--- config.mk ---
export PLATFORM = sky130hd
export DESIGN_NAME = ps2_keyboard_receiver
export DESIGN_NICKNAME = d
export VERILOG_FILES = /design/src/rtl/ps2_keyboard_receiver.sv
export SDC_FILE = /design/constraint.sdc
export NUM_CORES = 1
export LEC_CHECK = 0
export ABC_AREA = 1
export CAP_MARGIN = 20
export CORE_ASPECT_RATIO = 0.5
export CORE_UTILIZATION = 30
export CTS_CLUSTER_DIAMETER = 60
export DETAILED_ROUTE_END_ITERATION = 10
export GPL_TIMING_DRIVEN = 0
export PLACE_DENSITY_LB_ADDON = 0.12
export SYNTH_ARGS = -nofsm -noshare
export SYNTH_HDL_FRONTEND = slang
export SYNTH_SLANG_ARGS = --single-unit
--- constraint.sdc ---
create_clock -name Clock -period 2.28 [get_ports Clock]
set_clock_uncertainty 0.2 [all_clocks]
set_input_delay 0.228 -clock Clock [delete_from_list [all_inputs] [get_ports Clock]]
set_output_delay 0.228 -clock Clock [all_outputs]
set_load 0.01 [all_outputs]
--- src/rtl/ps2_keyboard_receiver.sv ---
// rtl/ps2_keyboard_receiver.sv - PS/2 device-to-host frame receiver with prefix folding
// Optional partial-frame timeout abort: define PS2_TIMEOUT_EN.
module ps2_keyboard_receiver #(
    parameter int FILTER_LEN     = 8,
    parameter int TIMEOUT_CYCLES = 100000
) (
    input  logic       Clock,
    input  logic       Reset,
    input  logic       iPS2_CLK,
    input  logic       iPS2_DATA,
    output logic [7:0] oScanCode,
    output logic       oValid,
    output logic       oBreak,
    output logic       oExtended,
    output logic       oFrameError
);

    typedef enum logic [1:0] {IDLE, DATA, PARITY, STOP} state_t;

    logic [1:0]            clk_sync_q, dat_sync_q;
    logic [FILTER_LEN-1:0] clk_sh_q, dat_sh_q;
    logic                  clk_filt_q, dat_filt_q, clk_prev_q;
    state_t                state_q;
    logic [3:0]            bit_cnt_q;
    logic [7:0]            shift_q;
    logic                  parity_q;
    logic                  ext_pend_q, brk_pend_q;
    logic [7:0]            code_q;
    logic                  valid_q, brk_q, ext_q, ferr_q;
    logic                  sample_d;
    logic                  frame_ok_d;

    always_ff @(posedge Clock) begin
        if (Reset) begin
            clk_sync_q <= 2'b11;
            dat_sync_q <= 2'b11;
            clk_sh_q   <= '1;
            dat_sh_q   <= '1;
            clk_filt_q <= 1'b1;
            dat_filt_q <= 1'b1;
            clk_prev_q <= 1'b1;
        end else begin
            clk_sync_q <= {clk_sync_q[0], iPS2_CLK};
            dat_sync_q <= {dat_sync_q[0], iPS2_DATA};
            clk_sh_q   <= {clk_sh_q[FILTER_LEN-2:0], clk_sync_q[1]};
            dat_sh_q   <= {dat_sh_q[FILTER_LEN-2:0], dat_sync_q[1]};
            // Filtered line only moves on a unanimous window; anything mixed holds.
            if (&clk_sh_q)       clk_filt_q <= 1'b1;
            else if (~|clk_sh_q) clk_filt_q <= 1'b0;
            if (&dat_sh_q)       dat_filt_q <= 1'b1;
            else if (~|dat_sh_q) dat_filt_q <= 1'b0;
            clk_prev_q <= clk_filt_q;
        end
    end

    assign sample_d   = clk_prev_q & ~clk_filt_q;
    assign frame_ok_d = dat_filt_q & (^shift_q ^ parity_q);

`ifdef PS2_TIMEOUT_EN
    localparam int TO_W = $clog2(TIMEOUT_CYCLES + 1);
    logic [TO_W-1:0] to_cnt_q;

    always_ff @(posedge Clock) begin
        if (Reset || sample_d || state_q == IDLE) to_cnt_q <= '0;
        else if (to_cnt_q != TO_W'(TIMEOUT_CYCLES)) to_cnt_q <= to_cnt_q + 1'b1;
    end
`endif

    always_ff @(posedge Clock) begin
        if (Reset) begin
            state_q    <= IDLE;
            bit_cnt_q  <= 4'd0;
            shift_q    <= 8'h00;
            parity_q   <= 1'b0;
            ext_pend_q <= 1'b0;
            brk_pend_q <= 1'b0;
            code_q     <= 8'h00;
            valid_q    <= 1'b0;
            brk_q      <= 1'b0;
            ext_q      <= 1'b0;
            ferr_q     <= 1'b0;
        end else begin
            valid_q <= 1'b0;
            ferr_q  <= 1'b0;
            if (sample_d) begin
                case (state_q)
                    IDLE: begin
                        if (!dat_filt_q) begin
                            state_q   <= DATA;
                            bit_cnt_q <= 4'd0;
                        end
                    end
                    DATA: begin
                        shift_q   <= {dat_filt_q, shift_q[7:1]};
                        bit_cnt_q <= bit_cnt_q + 4'd1;
                        if (bit_cnt_q == 4'd7) state_q <= PARITY;
                    end
                    PARITY: begin
                        parity_q <= dat_filt_q;
                        state_q  <= STOP;
                    end
                    STOP: begin
                        state_q <= IDLE;
                        if (!frame_ok_d) begin
                            ferr_q     <= 1'b1;
                            ext_pend_q <= 1'b0;
                            brk_pend_q <= 1'b0;
                        end else if (shift_q == 8'hE0) begin
                            ext_pend_q <= 1'b1;
                        end else if (shift_q == 8'hF0) begin
                            brk_pend_q <= 1'b1;
                        end else begin
                            valid_q    <= 1'b1;
                            code_q     <= shift_q;
                            ext_q      <= ext_pend_q;
                            brk_q      <= brk_pend_q;
                            ext_pend_q <= 1'b0;
                            brk_pend_q <= 1'b0;
                        end
                    end
                    default: state_q <= IDLE;
                endcase
`ifdef PS2_TIMEOUT_EN
            end else if (state_q != IDLE && to_cnt_q == TO_W'(TIMEOUT_CYCLES)) begin
                state_q    <= IDLE;
                ferr_q     <= 1'b1;
                ext_pend_q <= 1'b0;
                brk_pend_q <= 1'b0;
`endif
            end
        end
    end

    assign oScanCode   = code_q;
    assign oValid      = valid_q;
    assign oBreak      = brk_q;
    assign oExtended   = ext_q;
    assign oFrameError = ferr_q;

endmodule

# Word level (Yosys, flattened, before mapping)
# Cells that the tools add are included.
dict set report classes {
  reduce_logical 18
  muxes 13
  eq_ne 10
  bitwise 9
  add_sub_neg 1
}
# op count
set ops {}
lappend ops {{equality test 8 bit (second input constant)} 2}
lappend ops {{AND reduction 8 bit} 2}
lappend ops {{OR reduction 8 bit} 2}
lappend ops {{AND reduction 3 bit} 4}
lappend ops {{two-way mux 1 bit} 8}
lappend ops {{one-hot mux 2 bit (4 select lines)} 1}
lappend ops {{one-hot mux 4 bit (2 select lines)} 1}
lappend ops {{XOR reduction 8 bit} 1}
lappend ops {{!= test 2 bit (second input constant)} 3}
lappend ops {{inverter 1 bit} 6}
lappend ops {{AND reduction 5 bit} 1}
lappend ops {{OR reduction 5 bit} 1}
lappend ops {{adder 4 x 1 -> 4 bit (second input constant)} 1}
lappend ops {{equality test 2 bit (second input constant)} 2}
lappend ops {{equality test 4 x 3 -> 1 bit (second input constant)} 1}
lappend ops {{two-way mux 2 bit} 2}
lappend ops {{two-way mux 4 bit} 1}
lappend ops {{AND reduction 2 bit} 2}
lappend ops {{OR reduction 2 bit} 2}
lappend ops {{!= test 3 bit (second input constant)} 1}
lappend ops {{OR reduction 3 bit} 1}
lappend ops {{AND 1 bit} 2}
lappend ops {{equality test 2 x 1 -> 1 bit (second input constant)} 1}
lappend ops {{zero test 2 bit} 1}
lappend ops {{2 further kinds} 2}
dict set report totals {
  wordCells 69
  inputBits 4
  ff_bits 52
}

# Longest topological paths before layout
# Gate-level depths: netlist of run 1.
dict set report logic_depth {
  depth_word 5
  depth_mapped 12
}

# Worst setup path before layout of run 1
# Ideal clock, no wire load.
dict set report synth_timing {
  path_type {register to register}
  start {register shift_q[2]}
  end {register brk_q, in the netlist oBreak}
  path_stages_with_launch 11
  path_buffers 1
  required_ps 1948
  path_slack_ps 477
  period_less_slack_ps 1803
  arrival_ps 1471
  path_cell_list {dfxtp_1 inv_1 ha_1 xor2_1 nand3_2 nand2_2 nor2_2 nand2_2 buf_6 nand2_1 a21oi_1}
}
dict set report synth_between {
  elab_chain_cells 4
}
# element line_no
set synth_rtl {}
lappend synth_rtl {{start: declaration} 25} ;# logic [7:0] shift_q;
lappend synth_rtl {{start signal: assignment} 94} ;# shift_q <= {dat_filt_q, shift_q[7:1]};
lappend synth_rtl {{XOR reduction 8 bit} 57} ;# assign frame_ok_d = dat_filt_q & (^shift_q ^ parity_q);
lappend synth_rtl {{bitwise XOR 1 bit} 57}
lappend synth_rtl {{AND 1 bit} 57}
lappend synth_rtl {{AND reduction 5 bit (no source line) (*)} -}
lappend synth_rtl {{end signal: assignment} 116} ;# brk_q <= brk_pend_q;
lappend synth_rtl {{end: declaration} 29} ;# logic valid_q, brk_q, ext_q, ferr_q;
# Mark *: on every way between the ends. The rest lies on a longest branch, timed or not.
# A chain may end at the register's enable or synchronous reset.

# Worst setup path in the final report of run 1
dict set report layout_timing {
  start {register shift_q[4]}
  end {register ext_q, in the netlist oExtended}
}
dict set report layout_between {
  elab_chain_cells 4
}
# element line_no
set layout_rtl {}
lappend layout_rtl {{XOR reduction 8 bit} 57}
lappend layout_rtl {{bitwise XOR 1 bit} 57}
lappend layout_rtl {{AND 1 bit} 57}
lappend layout_rtl {{AND reduction 5 bit (no source line) (*)} -}
lappend layout_rtl {{end signal: assignment} 115} ;# ext_q <= ext_pend_q;
lappend layout_rtl {{end: declaration} 29}
# Marked as above.

==> summary.json, run 1 <==
{
  "status": {
    "outcome": "completed"
  },
  "cts": {
    "postCtsHoldBufs": 0,
    "ctsResizeCount": 0,
    "clk_lat_worst_skew_ns": 0.29,
    "cts_inserted_buffers": 5,
    "ctsRootBufferMaster": "sky130_fd_sc_hd__clkbuf_16",
    "tritoncts": "built",
    "cts.clk_slew.worst_paths_ns": 0.06,
    "cts.repair_timing.setup_buffer_count": 0,
    "clock_path_buffers": 2,
    "htree_levels": 2,
    "clkSinkCount": 52
  },
  "synthesis": {
    "syn-instance-count": 255,
    "asyncSetResetFlopFracSynth": 0,
    "synth-edff-count": 0,
    "synth.lib_cells_used.distinct": 30,
    "synth.ff_latch_count": 52,
    "yosys_warnings": 0,
    "synth.net_count": 269,
    "ys.flop_type": "sky130_fd_sc_hd__dfxtp_1",
    "synth.yosys.seq_area_share": 0.499,
    "avg_synthesized_cell_area_sq_um": 8.18,
    "syn-cell-area_sq_um": 2090
  },
  "sta": {
    "final_min_period_over_clock_period": 0.880,
    "final_max_slew_viol_count": 0,
    "finalWorstPathRequiredPeriod_ns": 2.01,
    "worst-slew-pin-transition_ns": 0.547,
    "hold_violations": 0,
    "timing.final.setup_violations": 0,
    "rsz0062_at_grt": "no",
    "max_freq_mhz": 499,
    "slew_headroom": 0.635,
    "timing.setup.tns_ns": 0
  },
  "critical_path": {
    "worstPathRequired_ns": 2.23,
    "r2r_start": "shift_q[4]",
    "worstPathBufferInverterCount": 3,
    "crit_path_start_kind": "register",
    "ff2ff_setup_slack_ns": 0.27,
    "critical_path.startpoint": "shift_q[4]",
    "setup.worst_path.class": "reg -> reg",
    "cp_data_arrival_time_ns": 1.96,
    "critical_path_endpoint_category": "register",
    "reg2reg_to": "oExtended",
    "cp_top_family": "simple AND/OR/NAND/NOR gates",
    "ff2ff_path_depth": 11,
    "cp_slowest_stage_delay_ns": 0.39,
    "path_max_fanout": 10,
    "critPathSlowestCell": "sky130_fd_sc_hd__dfxtp_1",
    "crit_chain": "inv_1, ha_1, inv_1, nand3_2, nand3_2, nand2_2, nor2_2, nand2_2, buf_6, nand2_1, a21oi_1"
  },
  "drt": {
    "routed_wl_mm": 3.87,
    "antenna_left": 0,
    "viasPerCell": 4.41,
    "wl_per_cell_um": 10.5,
    "num_vias": 1623,
    "drcViolationCount": 0,
    "drt_first_iter_violations": 82,
    "detailedRoute.firstPassIterationCount": 5
  },
  "floorplanning": {
    "floorplan.io_pins": 16,
    "fp.dieArea_sq_um": 7310,
    "std_cell_rows": 21,
    "die_width_um": 120,
    "initial_core_util": 0.311,
    "die_h_um": 61.0,
    "fp.coreArea_sq_um": 6700
  },
  "power_and_ir_drop": {
    "p_sw_frac": 0.199,
    "pwr_density_cell_nw_per_um2": 668,
    "pwr-share-comb": 0.019,
    "leakage_nw": 1.06,
    "clkPwrFrac": 0.427,
    "power_dissipated_by_switching_net_loads_mw": 0.329,
    "fraction_of_power_consumed_by_sequential_logic": 0.554,
    "ir_worst_vdd_mv": 0.292,
    "totalPowerFinal_mw": 1.65,
    "p_int_mw": 1.32
  },
  "min_path": {
    "min_to": "dat_sync_q[1]",
    "hold_path.class": "reg -> reg",
    "worst_min_delay_path_startpoint": "dat_sync_q[0]",
    "hold_depth": 1
  },
  "placed_design": {
    "port_buffers": 14,
    "dp.final_hpwl_mm": 2.84,
    "gp_congestion": 0.771,
    "instance_count_after_placement_with_tap_cells_included": 361
  },
  "global_route": {
    "grt_util_all_layers": 0.122,
    "globalRouteOverflowTotal": 0,
    "pin_count_of_the_biggest_net_entering_global_routing": 15,
    "grt_first_pass_wirelength_mm": 6.70,
    "via_count_of_the_first_global_routing_pass": 1472,
    "antenna_found_initial": 0
  },
  "final_layout": {
    "number_of_antenna_cells_inserted": 0,
    "filler_cell_count": 702,
    "finalNonFillerCells": 368,
    "nets": 290,
    "synthToLayoutAreaGrowth_pct": 18.7,
    "layout_cells_sized_above_1": 0.109
  },
  "flow_run": {
    "max_cap_violation_count": 0
  }
}
==> routing by layer <==
metal / vias up / GRT usage / routed length (um)
li1: 867 / - / -
met1: 726 / 0.153 / 2010
met2: 23 / 0.196 / 1600
met3: 7 / 0.0451 / 195
met4: 0 / 0.0429 / 63
met5: - / 0 / 0
==> cells in the mapped netlist (2+ instances only) <==
cell                       instances  area [sq um]
sky130_fd_sc_hd__nand3_1          19          95.1
sky130_fd_sc_hd__inv_2             3          11.3
sky130_fd_sc_hd__clkbuf_1          5          18.8
sky130_fd_sc_hd__nand2_1          51           191
sky130_fd_sc_hd__nor2_1           11          41.3
sky130_fd_sc_hd__or2_2             8          50.1
sky130_fd_sc_hd__nand4_1           7          43.8
sky130_fd_sc_hd__a21oi_1          26           130
sky130_fd_sc_hd__nor3_1            2          10.0
sky130_fd_sc_hd__ha_1             10           125
sky130_fd_sc_hd__nand3_2           2          20.0
sky130_fd_sc_hd__inv_1            30           113
sky130_fd_sc_hd__dfxtp_1          52          1040
sky130_fd_sc_hd__nand2_2           4          25.0
sky130_fd_sc_hd__buf_6             2          22.5
sky130_fd_sc_hd__o21ai_0           9          45.0
==> registers in the layout, summed over array words and instances, names as in the netlist <==
register and count:
oExtended 1, brk_pend_q 1, clk_filt_q 1, oBreak 1, clk_sync_q 2, ext_pend_q 1, dat_sync_q 2, shift_q 8
dat_sh_q 8, oFrameError 1, clk_sh_q 8, state_q 2, dat_filt_q 1, oScanCode 8, oValid 1, parity_q 1
clk_prev_q 1, bit_cnt_q 4
==> power groups by stage <==
stage,clock [mW],sequential [mW],combinational (mW)
global placement,0,0.936,0.0323
CTS,0.736,0.915,0.0331
floorplan,0,0.935,0.0200
detailed placement,0,0.936,0.0329
global route,0.768,0.915,0.0372
finish,0.706,0.915,0.0315
==> metrics by stage <==
step	utilization	instance area, sq um	hold WS [ns]	setup slack, ns
5_1_grt	0.369	2470	0.223	0.135
6_report	0.369	2470	0.207	0.274
2_1_floorplan	-	2090	0.132	0.477
3_5_place_dp	0.349	2340	0.193	0.283
3_3_place_gp	0.349	2340	0.190	0.317
4_1_cts	0.369	2470	0.208	0.269
==> worst register-to-register path: cells and delay by family (launching register included) <==
family,cells,cell delay [ns]
adders and majority gates,1,0.32
buffers and inverters,3,0.31
DFF,1,0.39
AOI/OAI and AO/OA,1,0.05
and+or+nand+nor,6,0.60
==> cells by family after synthesis <==
kind of cell | Yosys count | synth area share
AOI/OAI and AO/OA | 40 | 0.102
xor gates and xnor gates | 2 | 0.00840
adders and majority gates | 10 | 0.0600
buffers and inverters | 43 | 0.0876
DFF | 52 | 0.499
and+or+nand+nor | 108 | 0.243
==> cells in the final DEF, fill, tap and decap left out, types with 2 or more instances in the layout <==
cell type / instances
sky130_fd_sc_hd__dfxtp_1: 52
sky130_fd_sc_hd__nor2_1: 11
sky130_fd_sc_hd__a21oi_1: 26
sky130_fd_sc_hd__clkbuf_1: 6
sky130_fd_sc_hd__nand2_2: 4
sky130_fd_sc_hd__nand3_2: 2
sky130_fd_sc_hd__nor3_1: 2
sky130_fd_sc_hd__clkdlybuf4s50_1: 14
sky130_fd_sc_hd__o21ai_0: 9
sky130_fd_sc_hd__nand2_1: 51
sky130_fd_sc_hd__nand4_1: 7
sky130_fd_sc_hd__nand3_1: 19
sky130_fd_sc_hd__buf_6: 2
sky130_fd_sc_hd__inv_1: 30
sky130_fd_sc_hd__clkbuf_16: 5
sky130_fd_sc_hd__inv_2: 3
sky130_fd_sc_hd__ha_1: 10
sky130_fd_sc_hd__or2_2: 8
==> how the worst max path moves through the flow <==
stage / to / slack [ns] / depth (start not counted)
final: oExtended / 0.27 / 11
after global routing: oScanCode[2] / 0.13 / 11
after CTS: oExtended / 0.27 / 11
after detailed placement: oExtended / 0.28 / 11
after global placement: oScanCode[1] / 0.32 / 11
after floorplan: oBreak / 0.48 / 10
==> layout make-up <==
cell class,count,area [sq um],area share
clock inverter,1,5.00,0.00202
timing repair buffer,14,140,0.0566
clock buffer,6,129,0.0521
inverter,33,124,0.0501
multi-input combinational,160,862,0.348
sequential,52,1040,0.421
buffer,10,58.8,0.0238
tap,92,115,0.0465
Power figures use the tool's default switching activity.
==> run 2: changes to the inputs <==
clock period = 1.7 ns   (was 2.28 ns; I/O delays follow)
==> run 2 against run 1 <==
The flow now finishes with violations (negative setup slack). Die area did not move. Final cell count increased by 2.4%. Routed wire length grew 10%. Via count rose by 3.5%. Worst hold slack got worse by 0.0073 ns. Sequential share of layout area is 3.9 points lower. Sequential power rose by 33%. Maximum frequency grew 8.5%. Worst setup slack lost 0.42 ns. Global-route usage is 0.61 points higher. Non-clock buffer count is 9 higher. Critical path type unchanged. Largest cell class unchanged. Largest power group unchanged. Highest routed layer unchanged.
==> summary.json, run 2 (same netlist as run 1, synthesis figures left out) <==
{
  "drt": {
    "routed_wl": {"value": 4.27, "unit": "mm", "change": "+10%"},
    "wl_per_cell": {"value": 11.3, "unit": "um", "change": "+7.7%"},
    "drcViolationCount": {"value": 0, "change": "unchanged"},
    "drt_first_iter_violations": {"value": 65, "change": "-21%"},
    "num_vias": {"value": 1680, "change": "+3.5%"},
    "detailedRoute.firstPassIterationCount": {"value": 4, "change": "-1"},
    "antenna_left": {"value": 0, "change": "unchanged"},
    "viasPerCell": {"value": 4.46, "change": "+1.0%"}
  },
  "final_layout": {
    "finalNonFillerCells": {"value": 377, "change": "+2.4%"},
    "post-route-cell-area": {"value": 2770, "unit": "sq um", "change": "+12%"},
    "number_of_antenna_cells_inserted": {"value": 0, "change": "unchanged"},
    "layout_cells_sized_above_1": {"value": 0.260, "change": "+0.151"},
    "most-common-layout-cells": "sky130_fd_sc_hd__dfxtp_1 (43), sky130_fd_sc_hd__nand2_1 (42), sky130_fd_sc_hd__inv_1 (25), sky130_fd_sc_hd__a21oi_1 (25), sky130_fd_sc_hd__nand3_1 (19)",
    "nets": {"value": 299, "change": "+3.1%"},
    "filler_cell_count": {"value": 682, "change": "-2.8%"},
    "synthToLayoutAreaGrowth_pct": 32.8,
    "most_common_cell_after_layout_fill_and_taps_aside": "sky130_fd_sc_hd__dfxtp_1"
  },
  "global_route": {
    "antenna_found_initial": {"value": 0, "change": "unchanged"},
    "globalRouteOverflowTotal": {"value": 0, "change": "unchanged"},
    "pin_count_of_the_biggest_net_entering_global_routing": {"value": 15, "change": "unchanged"},
    "grt_util_all_layers": {"value": 0.128, "change": "+0.00612"},
    "via_count_of_the_first_global_routing_pass": {"value": 1498, "change": "+1.8%"},
    "grt_first_pass_wirelength": {"value": 6.95, "unit": "mm", "change": "+3.7%"}
  },
  "cts": {
    "ctsRootBufferMaster": "sky130_fd_sc_hd__clkbuf_16",
    "tritoncts": "built",
    "htree_levels": {"value": 2, "change": "unchanged"},
    "clk_lat_worst_skew": {"value": 0.29, "unit": "ns", "change": "about the same"},
    "cts.clk_slew.worst_paths": {"value": 0.06, "unit": "ns", "change": "about the same"},
    "clock_path_buffers": {"value": 2, "change": "unchanged"},
    "clkSinkCount": {"value": 52, "change": "unchanged"},
    "cts_inserted_buffers": {"value": 5, "change": "unchanged"},
    "postCtsHoldBufs": {"value": 0, "change": "unchanged"}
  },
  "sta": {
    "timing.final.ws_setup": {"value": -0.148, "unit": "ns", "change": "-0.422 ns"},
    "slew_headroom": {"value": 0.611, "change": "-0.0241"},
    "rsz0062_at_grt": "yes",
    "max_freq": {"value": 541, "unit": "MHz", "change": "+8.5%"},
    "hold_violations": {"value": 0, "change": "unchanged"},
    "finalWorstPathRequiredPeriod": {"value": 1.85, "unit": "ns", "change": "-0.158 ns"},
    "timing.final.setup_violations": {"value": 13, "change": "+13"},
    "final_min_period_over_clock_period": {"value": 1.09, "change": "+0.207"},
    "worst_hold_slack": {"value": 0.199, "unit": "ns", "change": "-0.00731 ns"},
    "final_max_slew_viol_count": {"value": 0, "change": "unchanged"},
    "worst-slew-pin-transition": {"value": 0.583, "unit": "ns", "change": "+0.0361 ns"}
  },
  "flow_run": {
    "max_cap_violation_count": {"value": 0, "change": "unchanged"}
  },
  "critical_path": {
    "reg2reg_to": "oScanCode[4]",
    "path_max_fanout": {"value": 5, "change": "-5"},
    "critical_path_endpoint_category": "register",
    "critical_path.startpoint": "shift_q[6]",
    "crit_path_start_kind": "register",
    "worstPathRequired": {"value": 1.66, "unit": "ns", "change": "-0.57 ns"},
    "critPathCapture": "oScanCode[4]",
    "cp_data_arrival_time": {"value": 1.81, "unit": "ns", "change": "-0.15 ns"},
    "ff2ff_path_depth": {"value": 12, "change": "+1"},
    "ff2ff_setup_slack": {"value": -0.15, "unit": "ns", "change": "-0.42 ns"},
    "r2r_start": "shift_q[6]",
    "setup.worst_path.class": "reg -> reg"
  },
  "floorplanning": {
    "fp.coreArea": {"value": 6700, "unit": "sq um", "change": "unchanged"},
    "die_width": {"value": 120, "unit": "um", "change": "unchanged"},
    "floorplan.io_pins": {"value": 16, "change": "unchanged"},
    "die_h": {"value": 61.0, "unit": "um", "change": "unchanged"},
    "std_cell_rows": {"value": 21, "change": "unchanged"},
    "fp.dieArea": {"value": 7310, "unit": "sq um", "change": "unchanged"},
    "initial_core_util": {"value": 0.311, "change": "unchanged"}
  },
  "status": {
    "violations_in_the_final_reports": "negative setup slack",
    "outcome": "complete, but fails checks"
  },
  "power_and_ir_drop": {
    "ir_worst_vdd": {"value": 0.387, "unit": "mV", "change": "+32%"},
    "pwr_density_cell": {"value": 831, "unit": "nW/um^2", "change": "+24%"},
    "leakage": {"value": 1.17, "unit": "nW", "change": "+11%"}
  },
  "placed_design": {
    "port_buffers": {"value": 14, "change": "unchanged"},
    "place_area": {"value": 2420, "unit": "sq um", "change": "+3.3%"},
    "dp.final_hpwl": {"value": 3.00, "unit": "mm", "change": "+5.4%"},
    "gp_congestion": {"value": 0.755, "change": "-2.1%"},
    "instance_count_after_placement_with_tap_cells_included": {"value": 361, "change": "unchanged"}
  },
  "min_path": {
    "hold_depth": {"value": 2, "change": "+1"},
    "hold_path.class": "in -> reg"
  }
}
==> run 2: cell types whose count changed in the layout (fill, tap and decap cells not counted), moves of 3 or more <==
| cell | delta |
|---|---|
| sky130_fd_sc_hd__nand2_1 | -9 |
| sky130_fd_sc_hd__ha_4 | +4 |
| sky130_fd_sc_hd__dfxtp_1 | -9 |
| sky130_fd_sc_hd__buf_4 | +8 |
| sky130_fd_sc_hd__buf_6 | +3 |
| sky130_fd_sc_hd__nand2_2 | +3 |
| sky130_fd_sc_hd__dfxtp_2 | +7 |
| sky130_fd_sc_hd__inv_2 | +5 |
| sky130_fd_sc_hd__o21ai_0 | -3 |
| sky130_fd_sc_hd__nand2_4 | +6 |
| sky130_fd_sc_hd__ha_1 | -5 |
| sky130_fd_sc_hd__inv_1 | -5 |
==> run 2: final cells by class <==
class / instances / area (sq um) / share of cell area
inverter: 33 / 124 / 0.0447
tap: 92 / 115 / 0.0416
buffer: 10 / 72.6 / 0.0262
timing repair buffer: 23 / 211 / 0.0764
clock buffer: 7 / 153 / 0.0551
multi-input combinational: 160 / 1040 / 0.374
sequential: 52 / 1060 / 0.382
==> run 2: worst min path at each step <==
stage,endpoint,start,slack [ns]
finish,dat_sync_q[1],Reset,0.20
global route,clk_sync_q[0],Reset,0.21
floorplan,clk_sync_q[0],iPS2_CLK,0.07
global placement,dat_sh_q[0],dat_sync_q[1],0.19
detailed placement,dat_sync_q[1],dat_sync_q[0],0.20
CTS,dat_sync_q[0],Reset,0.20
==> run 2: what timing repair did <==
action / in CTS / in global routing
setup buffers: 4 / 4
setup endpoints to repair: 26 / 22
cloned: 0 / 1
pin swaps: 3 / 11
resized for setup: 11 / 33
==> run 2: per-layer routing <==
metal  share of wire  track usage
met4           0.017       0.0589
met1            0.50        0.156
met2            0.44        0.213
met3           0.039       0.0395
met5               0            0
==> run 2: worst max-delay path: stages, from the launching register on <==
cell	delay, ns
sky130_fd_sc_hd__dfxtp_4	0.36
sky130_fd_sc_hd__ha_4	0.25
sky130_fd_sc_hd__inv_2	0.06
sky130_fd_sc_hd__nand2_4	0.06
sky130_fd_sc_hd__nand2_4	0.06
sky130_fd_sc_hd__nand2_4	0.06
sky130_fd_sc_hd__nand3_4	0.09
sky130_fd_sc_hd__nand2_4	0.05
sky130_fd_sc_hd__nor2_4	0.18
sky130_fd_sc_hd__nand2_4	0.09
sky130_fd_sc_hd__buf_6	0.14
sky130_fd_sc_hd__nand2_1	0.05
sky130_fd_sc_hd__a21oi_1	0.05
==> run 2: through the flow <==
step | TNS (ns) | total power, mW | setup slack [ns] | utilization
6_report | -1.60 | 2.30 | -0.148 | 0.413
5_1_grt | -2.93 | 2.40 | -0.256 | 0.413
4_1_cts | -1.17 | 2.34 | -0.124 | 0.393
3_5_place_dp | -2.46 | 1.30 | -0.167 | 0.361
3_3_place_gp | -1.67 | 1.30 | -0.134 | 0.361
2_1_floorplan | -0.0381 | 1.28 | -0.00447 | -
==> run 2: report_power, final <==
group	total [mW]	switching (mW)	internal (mW)
logic	0.0441	0.0299	0.0142
clock network	1.03	0.413	0.618
registers	1.22	0.00223	1.22
